--- src/rtl/detector_jogada.sv ---
// -----------------------------------------------------------------------------
// detector_jogada
//   Input stage for the player switches. The raw inputs are synchronised
//   through two flops and then debounced. A one-hot pattern that stays stable
//   for DEBOUNCE_CYCLES samples is registered as the move. A single-cycle
//   o_jogada_feita pulse is issued for it. A debounced release is then
//   required before the next press is accepted.
//
// Ports
//   i_clock          system clock, rising edge
//   i_reset          synchronous, active-low reset
//   i_chaves[3:0]    raw asynchronous switch/button inputs
//   i_habilita       1 = new presses may be accepted
//   i_zera           synchronous clear of the registered move
//   o_jogada[3:0]    last accepted one-hot pattern
//   o_jogada_feita   1-cycle pulse while the move register has just loaded
//   o_db_estado[2:0] current FSM state code (debug)
// -----------------------------------------------------------------------------
module detector_jogada #(
  parameter int DEBOUNCE_CYCLES = 4
) (
  input  logic       i_clock,
  input  logic       i_reset,
  input  logic [3:0] i_chaves,
  input  logic       i_habilita,
  input  logic       i_zera,
  output logic [3:0] o_jogada,
  output logic       o_jogada_feita,
  output logic [2:0] o_db_estado
);

  localparam int CW = $clog2(DEBOUNCE_CYCLES + 1);
  localparam logic [CW-1:0] CNT_ZERO = CW'(32'd0);
  localparam logic [CW-1:0] CNT_ONE  = CW'(32'd1);
  localparam logic [CW-1:0] CNT_LAST = CW'(DEBOUNCE_CYCLES - 1);

  typedef enum logic [2:0] {
    ESPERA   = 3'b000,
    CONTA    = 3'b001,
    REGISTRA = 3'b010,
    SOLTA    = 3'b011
  } estado_t;

  estado_t         r_estado;
  logic [CW-1:0]   r_cnt;
  logic [3:0]      r_cand;
  logic [3:0]      r_jogada;
  logic            r_jogada_feita;
  logic [3:0]      r_sync1;
  logic [3:0]      r_sync2;
  logic [3:0]      w_s;

  // Exactly one bit set: non-zero and clearing the lowest set bit leaves zero.
  function automatic logic one_hot(input logic [3:0] v);
    return (v != 4'b0000) && ((v & (v - 4'b0001)) == 4'b0000);
  endfunction

  assign w_s = r_sync2;

  // Two-flop synchroniser for the asynchronous switch inputs.
  always_ff @(posedge i_clock) begin
    if (!i_reset) begin
      r_sync1 <= 4'b0000;
      r_sync2 <= 4'b0000;
    end else begin
      r_sync1 <= i_chaves;
      r_sync2 <= r_sync1;
    end
  end

  // Debounce FSM, move register and registered pulse output.
  always_ff @(posedge i_clock) begin
    if (!i_reset) begin
      r_estado       <= ESPERA;
      r_cnt          <= CNT_ZERO;
      r_cand         <= 4'b0000;
      r_jogada       <= 4'b0000;
      r_jogada_feita <= 1'b0;
    end else begin
      r_jogada_feita <= 1'b0;
      // Clear first so that a load on the same edge overrides it.
      if (i_zera) begin
        r_jogada <= 4'b0000;
      end else begin
        r_jogada <= r_jogada;
      end
      case (r_estado)
        ESPERA: begin
          if (i_habilita && one_hot(w_s)) begin
            r_cand   <= w_s;
            r_cnt    <= CNT_ONE;
            r_estado <= CONTA;
          end else begin
            r_estado <= ESPERA;
          end
        end
        CONTA: begin
          if (!i_habilita || (w_s != r_cand)) begin
            r_cnt    <= CNT_ZERO;
            r_estado <= ESPERA;
          end else if (r_cnt == CNT_LAST) begin
            r_jogada       <= r_cand;
            r_jogada_feita <= 1'b1;
            r_estado       <= REGISTRA;
          end else begin
            r_cnt <= r_cnt + CNT_ONE;
          end
        end
        REGISTRA: begin
          r_cnt    <= CNT_ZERO;
          r_estado <= SOLTA;
        end
        SOLTA: begin
          // Any key still seen restarts the release count.
          if (w_s != 4'b0000) begin
            r_cnt <= CNT_ZERO;
          end else if (r_cnt == CNT_LAST) begin
            r_cnt    <= CNT_ZERO;
            r_estado <= ESPERA;
          end else begin
            r_cnt <= r_cnt + CNT_ONE;
          end
        end
        default: begin
          r_cnt    <= CNT_ZERO;
          r_estado <= ESPERA;
        end
      endcase
    end
  end

  assign o_jogada       = r_jogada;
  assign o_jogada_feita = r_jogada_feita;
  assign o_db_estado    = r_estado;

endmodule
--- config.mk ---
export PLATFORM = sky130hd
export DESIGN_NAME = detector_jogada
export DESIGN_NICKNAME = d
export VERILOG_FILES = /design/src/rtl/detector_jogada.sv
export SDC_FILE = /design/constraint.sdc
export NUM_CORES = 1
export LEC_CHECK = 0
export CAP_MARGIN = 0
export CORE_MARGIN = 4
export CORE_UTILIZATION = 25
export CTS_CLUSTER_SIZE = 16
export DETAILED_ROUTE_END_ITERATION = 8
export DONT_BUFFER_PORTS = 1
export PLACE_DENSITY = 0.39
export SYNTH_ARGS = -nofsm -noshare
export SYNTH_HDL_FRONTEND = slang
export SYNTH_SLANG_ARGS = --single-unit
--- constraint.sdc ---
create_clock -name i_clock -period 4.2 [get_ports i_clock]
set_clock_uncertainty 0.05 [all_clocks]
set_input_delay 0.21 -clock i_clock [delete_from_list [all_inputs] [get_ports i_clock]]
set_output_delay 0.21 -clock i_clock [all_outputs]
set_load 0.01 [all_outputs]
Word level (Yosys, flattened, before mapping)
Index checks and enable logic that the tools add are counted.
{"block": "op_classes", "n_mux": 17, "addsub": 2, "n_reduce_logical": 11, "n_bitwise": 3, "n_eq_ne": 10}
{"cell": "two-way mux 3 bit", "count": 9}
{"cell": "two-way mux 4 bit", "count": 4}
{"cell": "one-hot mux 3 bit (4 select lines)", "count": 1}
{"cell": "equality test 3 x 2 -> 1 bit (second input constant)", "count": 3}
{"cell": "one-hot mux 3 bit (3 select lines)", "count": 1}
{"cell": "!= test 2 bit (second input constant)", "count": 3}
{"cell": "!= test 3 bit (second input constant)", "count": 2}
{"cell": "bitwise AND 4 bit", "count": 1}
{"cell": "logical NOT 4 bit", "count": 1}
{"cell": "!= test 4 bit", "count": 1}
{"cell": "AND reduction 2 bit", "count": 2}
{"cell": "nonzero test 4 bit", "count": 1}
{"cell": "subtractor 4 x 1 -> 4 bit (second input constant)", "count": 1}
{"cell": "adder 3 x 1 -> 3 bit (second input constant)", "count": 1}
{"cell": "equality test 3 x 1 -> 1 bit (second input constant)", "count": 1}
{"cell": "logical NOT 3 bit", "count": 1}
{"cell": "AND reduction 3 bit", "count": 1}
{"cell": "OR reduction 3 bit", "count": 1}
{"cell": "logical AND 1 bit", "count": 2}
{"cell": "two-way mux 1 bit", "count": 2}
{"cell": "inverter 1 bit", "count": 2}
{"cell": "logical NOT 1 bit", "count": 1}
{"cell": "logical OR 1 bit", "count": 1}
{"block": "totals", "output_inout_bits": 8, "ff_bits": 23, "inputBits": 8, "word_cells": 50}

Logic depth before layout (Yosys ltp)
Gate-level depths: netlist of the first run.
{"block": "depth", "ltp_word": 7, "depth_mapped": 7, "mapped_depth_nobuf": 6}

Worst setup path before layout of the first run
No wires, ideal clock.
{"block": "synth_timing", "path_kind": "register to register", "startpoint": "register r_cnt[0]", "endpoint": "register r_jogada[0], in the netlist o_jogada[0]", "stages_incl_launch_ff": 8, "slack_ns": 2.606, "t_arrival_ns": 1.474, "required_ns": 4.080, "period_less_slack_ns": 1.594, "path_buffers": 1, "setup_ns": 0.070, "cell_sequence": "dfxtp_1 > ha_1 > ha_1 > o21ai_1 > nor3_2 > buf_6 > or3b_1 > a21boi_1"}
{"block": "synth_between", "elab_chain_cells": 4}
{"element": "from (decl)", "line_no": "45", "text": "logic [CW-1:0] r_cnt;"}
{"element": "from (signal assigned)", "line_no": "106", "text": "r_cnt <= r_cnt + CNT_ONE;"}
{"element": "from (signal assigned)", "line_no": "121", "text": "r_cnt <= r_cnt + CNT_ONE;"}
{"element": "equality test 3 x 2 -> 1 bit", "line_no": "101", "text": "end else if (r_cnt == CNT_LAST) begin"}
{"element": "two-way mux 4 bit", "line_no": "101"}
{"element": "two-way mux 4 bit", "line_no": "98", "text": "if (!i_habilita || (w_s != r_cand)) begin"}
{"element": "two-way mux 4 bit", "line_no": "87", "text": "case (r_estado)"}
{"element": "to (signal assigned)", "line_no": "85", "text": "r_jogada <= r_jogada;"}
{"element": "to (signal assigned)", "line_no": "102", "text": "r_jogada <= r_cand;"}
{"element": "to (decl)", "line_no": "47", "text": "logic [3:0] r_jogada;"}
Every way passes these cells.
A chain may end at the register's enable or synchronous reset.

Worst setup path after layout of the first run
{"block": "layout_timing", "startpoint": "register r_sync2[2]", "endpoint": "register r_cnt[0]"}
{"block": "layout_between", "elab_chain_cells": 7, "elab_cells_between_ends": 14, "cone_classes": "add/sub: 1; eq/ne: 3; mux: 3; bitwise: 1; reduce/logical: 6"}
{"element": "from (decl)", "line_no": "50", "text": "logic [3:0] r_sync2;"}
{"element": "from (signal assigned)", "line_no": "67", "text": "r_sync2 <= r_sync1;"}
{"element": "subtractor 4 x 1 -> 4 bit", "line_no": "55", "text": "return (v != 4'b0000) && ((v & (v - 4'b0001)) == 4'b0000);"}
{"element": "bitwise AND 4 bit", "line_no": "55"}
{"element": "logical NOT 4 bit", "line_no": "55"}
{"element": "logical AND 1 bit", "line_no": "55"}
{"element": "logical AND 1 bit", "line_no": "89", "text": "if (i_habilita && one_hot(w_s)) begin"}
{"element": "!= test 2 bit (no source line)"}
{"element": "AND reduction 2 bit (no source line)"}
Several ways; a longest one is shown, not always the timed one.

==> flow_metrics.env, run 1 <==
export IMPL_worstHoldStart="i_chaves[2]"
export IMPL_wirelength_um=1890
export IMPL_yosys_area_share_adder_pct=3.55
export IMPL_rsz0062_at_grt="no"
export IMPL_synth_xor_xnor_area_share_pct=4.85
export IMPL_rr_startpoint="r_sync2[2]"
export IMPL_coreArea_mm2=0.00406
export IMPL_fmaxAchievable_mhz=509
export IMPL_power_frac_comb_pct=6.2
export IMPL_cts_buffer_depth=2
export IMPL_drv_slew=0
export IMPL_htreeDepth=1
export IMPL_portBuffers=0
export IMPL_grt_busiest_layer="met2"
export IMPL_r2r_cells=5
export IMPL_overflow=0
export IMPL_grt_use_met3_pct=2.20
export IMPL_rows=23
export IMPL_place_congestion=0.799
export IMPL_hold_viol_final=0
export IMPL_synth_nets=114
export IMPL_cts_inserted_buffers=3
export IMPL_critPathCaptureType="register"
export IMPL_min_path_cells=1
export IMPL_tns_ns=0
export IMPL_postSynth_asyncResetShare_pct=0
export IMPL_hp_class="in -> reg"
export IMPL_path_clk_slew_ns=0.08
export IMPL_fin_crit_sh_pct=46.8
export IMPL_max_vdd_ir_drop_uv=113
export IMPL_post_drt_wl_per_cell_um=12.5
export IMPL_fp_dieW_um=73.0
export IMPL_synth_seq_area_share_pct=41.7
export IMPL_syn_cell_area_mm2=0.00106
export IMPL_cap_violations=0
export IMPL_min_to="r_sync1[2]"
export IMPL_worstSetupPathType="reg -> reg"
export IMPL_dp_cells=147
export IMPL_clk_latency_ns=0.26
export IMPL_grt_met1_usage_pct=9.94
export IMPL_fin_cells=151
export IMPL_grt_use_met2_pct=11.7
export IMPL_synth_ff_latch_count=22
export IMPL_cts_num_sinks=22
export IMPL_p_clk_share_pct=44.4
export IMPL_grt_pass1_vias=666
export IMPL_hold_buffers=0
export IMPL_dp_hpwl_um=1420
export IMPL_fin_util_pct=28.2
export IMPL_die_y_um=73.0
export IMPL_synth_cells=103
export IMPL_outcome="finished clean"
export IMPL_r2r_end="r_cnt[0]"
export IMPL_first_pass_iters=4
export IMPL_initial_core_util_pct=26.1
export IMPL_post_route_cells_drive_above_1_share_pct=11.9
export IMPL_power_density_mw_per_mm2=392
export IMPL_yosysWarnings=0
export IMPL_cp_max_fo=11
export IMPL_grt_pass1_wl_um=3230
export IMPL_ys_types=34
export IMPL_antenna_found_initial=0
export IMPL_max_slew_margin_pct=59.6
export IMPL_muxShareOfSynthArea_pct=5.68
export IMPL_p_leak_nw=0.399
export IMPL_reg2reg_slack_ns=2.24
export IMPL_critPathArrivalTime_ns=2.08
export IMPL_startpoint_type="register"
export IMPL_cts_resized=0
export IMPL_num_nets_final=113
export IMPL_drt_first_iter_violations=24
export IMPL_die_area_mm2=0.00533
export IMPL_detail_route_antenna_nets=0
export IMPL_grt_util_all_layers_pct=7.79
export IMPL_intPower_mw=0.357
export IMPL_diodes=0
export IMPL_yosys_area_share_simple_pct=23.2
export IMPL_cts_tree="yes"
export IMPL_switching_share_pct=20.3
export IMPL_final_setup_viol_count=0
export IMPL_p_sw_mw=0.0911
export IMPL_p_seq_share_pct=49.4
export IMPL_postCtsSetupRepairBufs=0
export IMPL_crit_required_ns=4.31
export IMPL_synth_top_family_by_area="simple AND/OR/NAND/NOR gates"
export IMPL_p_total_mw=0.448
export IMPL_cts_root_buf="clkbuf_8"
export IMPL_grt_max_degree=23
export IMPL_via_per_inst=4.48
export IMPL_ios=16
export IMPL_synth_compound_area_share_pct=14.3
export IMPL_syn_avg_cell_area_um2=10.3
export IMPL_synth_ff_type="dfxtp_1"
export IMPL_synth_edff_count=0
export IMPL_num_vias=677
export IMPL_worst_slew_pin_slew_ns=0.603
export IMPL_drc=0
export IMPL_area_growth_syn_to_layout_pct=8.05
export IMPL_period_needed_ns=1.96
-- final cells by class --
cell class	count	area (um2)
Sequential cell	22	440
Clock buffer	3	41.3
Clock inverter	1	30.0
Fill cell	438	2920
Inverter	5	18.8
Multi-Input combinational cell	70	549
Tap cell	50	62.6
-- metrics by stage --
step | setup slack, ns | hold WS, ns | cell area [um2]
after detailed placement | 2.23 | 0.285 | 1070
after global routing | 2.01 | 0.00596 | 1140
after floorplan | 2.61 | 0.287 | 1060
final | 2.24 | 0.0143 | 1140
after global placement | 2.27 | 0.288 | 1070
after CTS | 2.21 | 0.00702 | 1140
-- power by group through the flow --
stage | logic [mW] | registers (mW) | clock network [mW]
2_1_floorplan | 0.0304 | 0.223 | 0
3_3_place_gp | 0.0284 | 0.226 | 0
3_5_place_dp | 0.0281 | 0.226 | 0
4_1_cts | 0.0282 | 0.221 | 0.204
5_1_grt | 0.0307 | 0.222 | 0.211
6_report | 0.0280 | 0.221 | 0.199
-- state kept, by name (all words and copies together) (netlist names) --
signal          cells
o_jogada_feita      1
o_jogada            4
r_sync2             4
r_sync1             4
r_cnt               3
o_db_estado         2
r_cand              4
-- critical path, cell delays in order, from the launching register on --
cell,delay (ns)
dfxtp_1,0.53
xnor2_2,0.16
nand4_1,0.18
nor3_2,0.55
a21oi_2,0.12
o221a_1,0.27
-- cells in the final DEF (no fill, tap or decap), types with 2 or more instances in the layout --
cell      count
a21boi_1      4
a31oi_1       2
and2_1        9
clkbuf_8      3
dfxtp_1      22
ha_1          3
inv_1         5
mux2i_1       6
nand2_1       7
nand3_1       3
nor2_1        2
nor2b_1       4
nor4b_2       2
o21a_1        3
o22ai_1       2
or3b_1        4
xnor2_1       4
-- worst max-delay path by stage --
stage          startpoint     endpoint  cells after the start
2_1_floorplan    r_cnt[0]  o_jogada[0]                      7
3_3_place_gp   r_sync2[2]     r_cnt[0]                      5
3_5_place_dp   r_sync2[2]     r_cnt[0]                      5
4_1_cts        r_sync2[2]     r_cnt[0]                      5
5_1_grt        r_sync2[2]     r_cnt[0]                      5
6_report       r_sync2[2]     r_cnt[0]                      5
-- layer usage --
metal	vias to the layer above	part of all wire, %
met4	0	2.2
met2	16	45
met1	307	46
met5	-	0
met3	4	6.0
li1	350	-
-- cell usage after synthesis, types with 3 or more instances --
cell | n | area [um2]
dfxtp_1 | 22 | 440
and2_1 | 9 | 56.3
nand2_1 | 7 | 26.3
mux2i_1 | 6 | 60.1
inv_1 | 5 | 18.8
a21boi_1 | 4 | 30.0
nor2b_1 | 4 | 25.0
or3b_1 | 4 | 35.0
xnor2_1 | 4 | 35.0
buf_6 | 3 | 33.8
ha_1 | 3 | 37.5
nand3_1 | 3 | 15.0
o21a_1 | 3 | 22.5
-- kinds of logic (layout without fill, tap and decap cells) --
| family | count (synthesis) | in the layout |
|---|---|---|
| adders and majority gates | 3 | 3 |
| buffers and inverters | 11 | 9 |
| AOI/OAI and AO/OA | 18 | 18 |
| DFF | 22 | 22 |
| muxes | 6 | 6 |
| other | 1 | 1 |
| xor gates and xnor gates | 5 | 5 |
| and+or+nand+nor | 37 | 37 |
(Power assumes the default switching activity.)
==> run 2, diff against run 1 <==
--- a/config.mk
+++ b/config.mk
@@ -5,6 +5,7 @@
 export SDC_FILE = /design/constraint.sdc
 export NUM_CORES = 1
 export LEC_CHECK = 0
+export ABC_AREA = 1
 export CAP_MARGIN = 0
 export CORE_MARGIN = 4
 export CORE_UTILIZATION = 25
==> constraint.sdc (replaced) <==
create_clock -name i_clock -period 1.9 [get_ports i_clock]
set_clock_uncertainty 0.05 [all_clocks]
set_input_delay 0.095 -clock i_clock [delete_from_list [all_inputs] [get_ports i_clock]]
set_output_delay 0.095 -clock i_clock [all_outputs]
set_load 0.01 [all_outputs]
==> flow_metrics.env, run 2 <==
export IMPL_first_pass_iters=4
export IMPL_area_growth_syn_to_layout_pct=13.5
export IMPL_final_common_cell="nand2_1"
export IMPL_drc=0
export IMPL_cap_violations=0
export IMPL_fp_dieW_um=71.4
export IMPL_ios=16
export IMPL_worst_slew_pin_slew_ns=0.705
export IMPL_worstPathCellList="dlygate4sd3_1 -> nand2_1 -> dlygate4sd3_1 -> inv_1"
export IMPL_min_to="o_jogada[0]"
export IMPL_synth_seq_area_share_pct=43.9
export IMPL_muxShareOfSynthArea_pct=0
export IMPL_rows=22
export IMPL_overflow=0
export IMPL_grt_pass1_vias=722
export IMPL_yosys_area_share_adder_pct=3.74
export IMPL_max_vdd_ir_drop_uv=316
export IMPL_critPathCaptureType="register"
export IMPL_slowest_stage="dlygate4sd3_1"
export IMPL_post_drt_wl_per_cell_um=10.7
export IMPL_post_route_cells_drive_above_1_share_pct=10.4
export IMPL_synth_top_area_share_pct=43.9
export IMPL_synth_cells=139
export IMPL_yosysWarnings=0
export IMPL_cts_num_sinks=22
export IMPL_fin_crit_sh_pct=86.7
export IMPL_cts_tree="yes"
export IMPL_grt_util_all_layers_pct=8.35
export IMPL_yosys_area_share_simple_pct=27.8
export IMPL_synth_xor_xnor_area_share_pct=0
export IMPL_ys_types=22
export IMPL_rsz0062_at_grt="no"
export IMPL_postSynth_asyncResetShare_pct=0
export IMPL_drt_first_iter_violations=43
export IMPL_final_setup_viol_count=0
export IMPL_r2r_end="o_jogada[0]"
export IMPL_synth_edff_count=0
export IMPL_synth_compound_area_share_pct=12.5
export IMPL_power_density_mw_per_mm2=767
export IMPL_hold_viol_final=0
export IMPL_min_path_cells=3
export IMPL_syn_cell_area_mm2=0.00100
export IMPL_hold_ws_ns=0.0271
export IMPL_yosys_cell_count_top_type="nand2_1"
export IMPL_dp_hpwl_um=1530
export IMPL_fmaxAchievable_mhz=607
export IMPL_outcome="finished clean"
export IMPL_place_congestion=0.755
export IMPL_hp_class="in -> reg"
export IMPL_cts_root_buf="clkbuf_8"
export IMPL_initial_core_util_pct=26.6
export IMPL_worstSetupPathType="in -> reg"
export IMPL_coreArea_mm2=0.00377
export IMPL_num_vias=844
export IMPL_yosys_area_top_type="dfxtp_1"
export IMPL_postCtsSetupRepairBufs=0
export IMPL_detail_route_antenna_nets=0
export IMPL_critPathArrivalTime_ns=1.80
export IMPL_crit_top_cell="dlygate4sd3_1"
export IMPL_tns_ns=0
export IMPL_clk_latency_ns=0.26
export IMPL_cts_resized=0
export IMPL_crit_required_ns=2.06
export IMPL_htreeDepth=1
export IMPL_drv_slew=0
export IMPL_synth_ff_type="dfxtp_1"
export IMPL_antenna_found_initial=0
export IMPL_synth_common_cells="nand2_1 (37), inv_1 (24), dfxtp_1 (22), a21oi_1 (9), o21ai_0 (9)"
export IMPL_cts_inserted_buffers=3
export IMPL_die_area_mm2=0.00509
export IMPL_period_needed_ns=1.65
export IMPL_num_nets_final=157
export IMPL_wirelength_um=2050
export IMPL_diodes=0
export IMPL_reg2reg_slack_ns=0.39
export IMPL_synth_nets=150
export IMPL_r2r_cells=6
export IMPL_startpoint_type="input pin"
export IMPL_fin_util_pct=30.2
export IMPL_portBuffers=0
export IMPL_die_y_um=71.4
export IMPL_slowest_delay_ns=0.99
export IMPL_worstHoldStart="i_zera"
export IMPL_synth_ff_latch_count=22
export IMPL_cp_max_fo=19
export IMPL_crit_buf_inv=3
export IMPL_syn_avg_cell_area_um2=7.22
export IMPL_rr_startpoint="o_db_estado[0]"
export IMPL_cts_buffer_depth=2
export IMPL_max_slew_margin_pct=52.9
export IMPL_synthTopCellsByArea="dfxtp_1 (44%), nand2_1 (14%), inv_1 (9.0%), a21oi_1 (4.5%), o21ai_0 (4.5%)"
export IMPL_crit_family="buffers and inverters"
export IMPL_grt_max_degree=20
export IMPL_grt_pass1_wl_um=3350
export IMPL_mostFrequentLayoutCells="nand2_1 (37), inv_1 (24), dfxtp_1 (22), o21ai_0 (9), a21oi_1 (9)"
export IMPL_p_leak_nw=0.537
export IMPL_synth_top_family_by_area="simple AND/OR/NAND/NOR gates"
export IMPL_path_clk_slew_ns=0.07
export IMPL_via_per_inst=4.40
[run 2: changes by cell type after synthesis, sizes merged, moves of 6 or more]
cell / change
nand2: +32
nor2: +8
mux2i: -6
and2: -9
inv: +22
a21oi: +8
o21ai: +12
[run 2: where the power goes]
group          internal, mW  switching [mW]
sequential            0.480          0.0135
clock                 0.141           0.138
combinational        0.0356          0.0648
[run 2: worst register-to-register path, cell delays in order (launching register included)]
cell     delay (ns)
dfxtp_1        0.48
inv_2          0.11
nor3b_4        0.22
nand3_2        0.16
nor2_2         0.17
nand2_2        0.11
o21ai_1        0.15
[run 2: logic make-up (layout without fill, tap and decap cells)]
family | after synthesis | count (layout)
AND/OR/NAND/NOR | 59 | 59
buffers and inverters | 30 | 35
AO/OA/AOI/OAI | 24 | 24
flip-flops | 22 | 22
adder cells (fa/ha/maj) | 3 | 3
other | 1 | 1
[run 2: worst max path at each step]
stage	startpoint	to	slack, ns	cells after the start
finish	i_reset	r_sync1[1]	0.25	4
detailed placement	r_cnt[0]	r_cnt[2]	0.42	6
floorplan	r_cnt[0]	r_cnt[1]	0.62	7
global route	i_reset	r_sync1[1]	0.09	4
global placement	o_db_estado[0]	r_cnt[0]	0.42	7
CTS	i_reset	r_sync1[1]	0.23	4
[run 2: per-stage QoR]
stage / cell area (um2) / std cells / setup slack, ns / total power [mW]
after floorplan: 1000 / 139 / 0.616 / 0.578
after global placement: 1050 / 184 / 0.418 / 0.592
after detailed placement: 1050 / 184 / 0.418 / 0.591
after CTS: 1140 / 192 / 0.228 / 0.893
after global routing: 1140 / 192 / 0.0865 / 0.923
final: 1140 / 192 / 0.252 / 0.874
[run 2: repair_timing]
action,CTS,global route
hold buffers,5,0
hold endpoints to repair,22,0
endpoints found under the setup margin,0,0
[run 2: final cells by class]
class,count,area [um2]
clock buffer,3,41.3
multi-input combinational,87,445
sequential,22,440
fill,408,2630
tap,48,60.1
timing repair buffer,5,50.0
inverter,27,101
[run 2: per-layer routing]
metal  wire length (um)  vias to the layer above  global-route usage [%]
met2                891                       23                    13.1
met5                  0                        -                       0
met1                964                      376                    10.3
met4                 21                        0                    2.51
li1                   -                      440                       -
met3                168                        5                    3.65
